==> src/rtl/data_memory_pkg.sv <==
// Shared types and default widths for the SIC-4 data memory.
package data_memory_pkg;

  localparam int DATA_WIDTH_DEF = 8;
  localparam int ADDR_WIDTH_DEF = 8;

  typedef enum logic {
    ST_CLEAR = 1'b0,
    ST_IDLE  = 1'b1
  } state_e;

endpackage

==> src/rtl/data_memory_array.sv <==
// Plain 1RW synchronous RAM, registered read data, no reset on contents.
module data_memory_array #(
  parameter int DATA_WIDTH = 8,
  parameter int DEPTH      = 256,
  localparam int AW        = (DEPTH > 1) ? $clog2(DEPTH) : 1
) (
  input  logic                  clk,
  input  logic                  we,
  input  logic [AW-1:0]         addr,
  input  logic [DATA_WIDTH-1:0] wdata,
  output logic [DATA_WIDTH-1:0] rdata
);

  logic [DATA_WIDTH-1:0] mem [DEPTH];
  logic [DATA_WIDTH-1:0] rdata_q;

  // Write port plus read-before-write registered read of the same address.
  always_ff @(posedge clk) begin
    if (we) mem[addr] <= wdata;
    rdata_q <= mem[addr];
  end

  assign rdata = rdata_q;

endmodule

==> src/rtl/data_memory_sync.sv <==
// Data memory with valid/ready request port, registered read response,
// optional post-reset clear sweep and out-of-range address flagging.
module data_memory_sync
  import data_memory_pkg::*;
#(
  parameter int                    DATA_WIDTH     = DATA_WIDTH_DEF,
  parameter int                    ADDR_WIDTH     = ADDR_WIDTH_DEF,
  parameter int                    DEPTH          = 2**ADDR_WIDTH,
  parameter int                    CLEAR_ON_RESET = 1,
  parameter logic [DATA_WIDTH-1:0] CLEAR_VALUE    = '0
) (
  input  logic                  clk,
  input  logic                  reset,
  input  logic                  req_valid,
  output logic                  req_ready,
  input  logic                  req_write,
  input  logic [ADDR_WIDTH-1:0] req_addr,
  input  logic [DATA_WIDTH-1:0] req_wdata,
  output logic                  rsp_valid,
  output logic [DATA_WIDTH-1:0] rsp_data,
  output logic                  rsp_err,
  output logic                  busy
);

  localparam int                    AW        = (DEPTH > 1) ? $clog2(DEPTH) : 1;
  // One extra bit so DEPTH == 2**ADDR_WIDTH is representable and never matches.
  localparam logic [ADDR_WIDTH:0]   DEPTH_W   = (ADDR_WIDTH+1)'(DEPTH);
  localparam logic [ADDR_WIDTH-1:0] LAST_ADDR = ADDR_WIDTH'(DEPTH - 1);
  localparam state_e                RST_STATE = (CLEAR_ON_RESET != 0) ? ST_CLEAR : ST_IDLE;

  state_e                state_q, state_d;
  logic [ADDR_WIDTH-1:0] clr_ptr_q, clr_ptr_d;
  logic                  ready_q, ready_d;
  logic                  rsp_valid_q, rsp_valid_d;
  logic                  rsp_err_q, rsp_err_d;
  logic                  rd_oor_q, rd_oor_d;
  logic [DATA_WIDTH-1:0] rsp_hold_q, rsp_hold_d;

  logic                  accept, oor, clearing;
  logic                  mem_we;
  logic [AW-1:0]         mem_addr;
  logic [DATA_WIDTH-1:0] mem_wdata, mem_rdata;

  assign clearing = (state_q == ST_CLEAR);
  assign accept   = req_valid & ready_q;
  assign oor      = ({1'b0, req_addr} >= DEPTH_W);

  // RAM port steering: the sweep owns the port while clearing; out-of-range
  // writes are dropped. Upper address bits beyond AW only matter to the range check.
  always_comb begin
    mem_we    = ~reset & (clearing | (accept & req_write & ~oor));
    mem_addr  = clearing ? clr_ptr_q[AW-1:0] : req_addr[AW-1:0];
    mem_wdata = clearing ? CLEAR_VALUE : req_wdata;
  end

  data_memory_array #(
    .DATA_WIDTH (DATA_WIDTH),
    .DEPTH      (DEPTH)
  ) u_array (
    .clk   (clk),
    .we    (mem_we),
    .addr  (mem_addr),
    .wdata (mem_wdata),
    .rdata (mem_rdata)
  );

  // Fresh RAM data only in a read response cycle, zero for out-of-range,
  // otherwise the held value of the previous response.
  always_comb begin
    if (rsp_valid_q) rsp_data = rd_oor_q ? '0 : mem_rdata;
    else             rsp_data = rsp_hold_q;
  end

  // Next-state: sweep pointer stops at the last word, ready tracks next state.
  always_comb begin
    state_d   = state_q;
    clr_ptr_d = clr_ptr_q;
    if (clearing) begin
      if (clr_ptr_q == LAST_ADDR) state_d   = ST_IDLE;
      else                        clr_ptr_d = clr_ptr_q + 1'b1;
    end
    ready_d     = (state_d == ST_IDLE);
    rsp_valid_d = accept & ~req_write;
    rsp_err_d   = accept & oor;
    rd_oor_d    = oor;
    rsp_hold_d  = rsp_data;
  end

  // State and response registers with synchronous reset.
  always_ff @(posedge clk) begin
    if (reset) begin
      state_q     <= RST_STATE;
      clr_ptr_q   <= '0;
      ready_q     <= 1'b0;
      rsp_valid_q <= 1'b0;
      rsp_err_q   <= 1'b0;
      rd_oor_q    <= 1'b0;
      rsp_hold_q  <= '0;
    end else begin
      state_q     <= state_d;
      clr_ptr_q   <= clr_ptr_d;
      ready_q     <= ready_d;
      rsp_valid_q <= rsp_valid_d;
      rsp_err_q   <= rsp_err_d;
      rd_oor_q    <= rd_oor_d;
      rsp_hold_q  <= rsp_hold_d;
    end
  end

  assign req_ready = ready_q;
  assign rsp_valid = rsp_valid_q;
  assign rsp_err   = rsp_err_q;
  assign busy      = clearing;

endmodule

==> config.mk <==
export PLATFORM = sky130hd
export DESIGN_NAME = data_memory_sync
export DESIGN_NICKNAME = d
export VERILOG_FILES = /design/src/rtl/data_memory_pkg.sv /design/src/rtl/data_memory_array.sv /design/src/rtl/data_memory_sync.sv
export SDC_FILE = /design/constraint.sdc
export NUM_CORES = 2
export LEC_CHECK = 0
export CAP_MARGIN = 20
export CORE_UTILIZATION = 45
export CTS_CLUSTER_SIZE = 28
export DETAILED_ROUTE_END_ITERATION = 8
export GPL_TIMING_DRIVEN = 0
export PLACE_DENSITY = 0.71
export RECOVER_POWER = 50
export SLEW_MARGIN = 30
export SYNTH_ARGS = -nofsm -noshare
export SYNTH_HDL_FRONTEND = slang
export SYNTH_SLANG_ARGS = --single-unit
==> constraint.sdc <==
create_clock -name clk -period 13.9 [get_ports clk]
set_input_delay 2.78 -clock clk [delete_from_list [all_inputs] [get_ports clk]]
set_output_delay 2.78 -clock clk [all_outputs]
set_load 0.02 [all_outputs]
==> impl_metrics.env <==
export IMPL_outcome="finished, violations left"
export IMPL_violations="DRC, capacitance limit, slew limit"
export IMPL_seq_area_frac_synth=0.773
export IMPL_place_congestion=0.950
export IMPL_p_clk_frac=0.415
export IMPL_grt_pass1_vias=41400
export IMPL_design_core_area_sq_mm=0.176
export IMPL_cts_reportedPaths_clkPinSlew_ns=0.06
export IMPL_power_share_switching=0.213
export IMPL_power_switching_mw=2.70
export IMPL_routed_wirelength_mm=213
export IMPL_yosys_register_bits=2074
export IMPL_htree_levels=4
export IMPL_r2r_cells=8
export IMPL_worst_hold_startpoint="clr_ptr_q[5]"
export IMPL_maxCapViolations=38
export IMPL_tightestPinTransition_ns=3.20
export IMPL_synth_area_sq_mm=0.0802
export IMPL_number_of_antenna_violations_at_the_first_check_in_global_routing=4
export IMPL_grt_start_max_net_pins=66
export IMPL_cts_repair_timing_setup_buffer_count=0
export IMPL_rsz0062_at_grt="no"
export IMPL_cts_repair_resize_count=0
export IMPL_final_hold_viol_count=0
export IMPL_ios=32
export IMPL_met2WireLength_mm=100
export IMPL_final_instance_area_sq_mm=0.0900
export IMPL_report_final_slew_viol_count=1972
export IMPL_finalCriticalPeriod_ns=10.14
export IMPL_synthesized_area_per_cell_sq_um=19.5
export IMPL_wl_per_cell_um=30.9
export IMPL_power_frac_comb=0.050
export IMPL_total_power_mw=12.7
export IMPL_cellInternalPower_mw=9.96
export IMPL_dp_hpwl_mm=143
export IMPL_sequentialPowerShare=0.535
export IMPL_highest_layer="met4"
export IMPL_wirelength_met1_mm=81.2
export IMPL_hold_ws_ns=0.580
export IMPL_syn_to_final_growth_pct=12.2
export IMPL_ys_top_cells_by_area="edfxtp_1 77%, mux4_2 12%, nand2_1 1.8%"
export IMPL_floorplan_die_width_um=424
export IMPL_timing_reg2reg_setup_slack_ns=3.76
export IMPL_drive_gt1_frac=0.186
export IMPL_timing_critical_path_to_type="flip-flop"
export IMPL_synth_warn=0
export IMPL_synthDominantCellAreaShare=0.767
export IMPL_route_detailed_drc=2
export IMPL_hold_path_cell_count=2
export IMPL_drt_iter0_drc=6475
export IMPL_clock_tree_from_tritoncts="done"
export IMPL_synth_largest_area_cell="edfxtp_1"
export IMPL_arrival_ns=10.39
export IMPL_vias_per_cell=6.22
export IMPL_sum_of_negative_setup_slack_ns=0
export IMPL_dpl_instance_area_sq_mm=0.0844
export IMPL_postSynthCellCount=4113
export IMPL_worst_hold_path_type="reg -> reg"
export IMPL_setup_viol_count_final=0
export IMPL_clock_tree_root_cell="clkbuf_16"
export IMPL_core_rowCount=154
export IMPL_worst_endpoint_required_ns=14.16
export IMPL_post_route_clock_period_utilization=0.729
export IMPL_numClockSinks=2074
export IMPL_ctsLongestPathBuffers=3
export IMPL_crit_type="reg -> reg"
export IMPL_die_height_um=424
export IMPL_grt_first_pass_wirelength_mm=300
export IMPL_route_antenna_remaining_nets=0
export IMPL_grt_util_all_layers=0.235
export IMPL_achievable_frequency_mhz=98.7
export IMPL_insertion_delay_ns=0.84
export IMPL_most_common_layout_cells="2048 x edfxtp_1, 432 x mux4_2, 385 x nand2_1, 265 x nor2_1, 203 x clkbuf_16"
export IMPL_vdd_ir_drop_max_mv=0.117
export IMPL_initial_core_util=0.454
export IMPL_mappedNetlistNets=4134
export IMPL_num_vias=42900
export IMPL_power_density_cell_area_mw_per_mm2=141
export IMPL_r2r_end="u_array.mem[126][4]"
export IMPL_globalRouteOverflowTotal=0
export IMPL_tritoncts_num_buffers=199
export IMPL_clock_skew_final_ns=0.0346
export IMPL_floorplan_die_area_sq_mm=0.180
export IMPL_layout_cells_most_common="edfxtp_1"
export IMPL_worst_setup_path_start_kind="flip-flop"
export IMPL_power_leakage_nw=28.8
export IMPL_cts_hold_buffers=0
export IMPL_slew_headroom=-1.14
export IMPL_portBuffers=29
export IMPL_met3_length_mm=21.8
export IMPL_yosysUniqueCellTypes=40
export IMPL_cp_max_fo=57
export IMPL_post_layout_net_count=4408
export IMPL_drt_first_pass_iters=9
export IMPL_timing_rr_start="req_ready"
export IMPL_min_delay_worst_endpoint="clr_ptr_q[5]"
[how the worst max path moves through the flow]
stage | cells after the start | slack [ns] | to | startpoint
3_5_place_dp | 12 | 5.95 | u_array.mem[125][3] | req_addr[0]
2_1_floorplan | 1 | 7.03 | u_array.mem[0][0] | req_wdata[0]
3_3_place_gp | 2 | 2.04 | u_array.mem[106][1] | req_wdata[1]
6_report | 8 | 3.76 | u_array.mem[126][4] | req_ready
5_1_grt | 8 | 3.37 | u_array.mem[127][4] | req_ready
4_1_cts | 12 | 6.84 | u_array.mem[125][4] | req_addr[0]
[cells in the mapped netlist]
| cell type | count |
|---|---|
| buf_1 | 23 |
| nand2b_1 | 1 |
| o311a_1 | 8 |
| nor2_1 | 271 |
| mux4_2 | 432 |
| buf_6 | 22 |
| a31oi_1 | 32 |
| edfxtp_1 | 2048 |
| xnor2_1 | 1 |
| nand2_1 | 385 |
| a211o_1 | 8 |
| o22ai_1 | 2 |
| a21o_1 | 1 |
| nand3_1 | 180 |
| nand4_1 | 122 |
| nor3_1 | 3 |
| nand3b_1 | 6 |
| dfxtp_1 | 26 |
| mux2_4 | 1 |
| inv_1 | 4 |
| mux2_2 | 11 |
| o32ai_1 | 3 |
| buf_2 | 45 |
| ha_1 | 1 |
| conb_1 | 1 |
| buf_4 | 22 |
| o31ai_1 | 24 |
| nor2b_1 | 8 |
| o21ai_0 | 2 |
| and2_1 | 8 |
| a22oi_1 | 160 |
| clkbuf_1 | 129 |
| and3_1 | 26 |
| o21ai_1 | 8 |
| or3_1 | 5 |
| or3b_2 | 6 |
| a221oi_1 | 16 |
| xor2_1 | 3 |
| a21oi_1 | 15 |
| mux2i_1 | 44 |
[layer usage]
metal / up-vias / track usage
li1: 17400 / -
met1: 22300 / 0.322
met2: 2713 / 0.364
met3: 421 / 0.0514
met4: 0 / 0.103
met5: - / 0
[per-stage QoR]
stage	utilization	std cells	worst slack, ns
finish	0.510	6894	3.76
global route	0.510	6893	3.37
CTS	0.514	6890	6.84
detailed placement	0.478	6523	5.95
global placement	0.473	6482	2.04
floorplan	-	4113	7.03
[final cells by class]
type	instances	area, sq um
inverter	4	15.0
antenna	1	2.50
timing repair buffer	73	541
sequential	2074	62000
fill	13900	86500
clock buffer	245	5250
multi-input combinational	1794	17000
clock inverter	122	1040
buffer	241	1210
tap	2340	2930
[critical path, stage by stage, from the launching register on]
cell and delay [ns]:
dfxtp_1 0.46, clkbuf_1 0.43, clkbuf_1 0.45, clkbuf_1 0.46, clkbuf_1 0.41, clkbuf_1 0.76, and2_0 2.41, clkbuf_1 2.17
clkbuf_1 1.89
[cells by family after synthesis]
group           after synthesis  share of synthesized area
mux                         488                      0.129
compound gates              279                     0.0255
buf+inv                     245                     0.0153
xor+xnor                      4                   0.000437
fa+ha+maj                     1                   0.000156
simple gates               1021                     0.0566
other cells                   1                  0.0000468
flops                      2074                      0.773
[power groups by stage]
stage | Sequential, mW | Combinational, mW | Clock (mW)
6_report | 6.78 | 0.633 | 5.25
2_1_floorplan | 6.91 | 0.394 | 0
4_1_cts | 6.78 | 0.627 | 5.28
5_1_grt | 6.77 | 0.655 | 5.51
3_5_place_dp | 6.91 | 0.624 | 0
3_3_place_gp | 6.91 | 0.619 | 0
[registers in the layout, indices dropped and copies added (netlist names)]
name,flops
u_array.rdata,8
rsp_hold_q,8
u_array.mem,2048
clr_ptr_q,8
req_ready,1
rsp_valid,1
No activity file was read; power rests on OpenSTA's default activity.
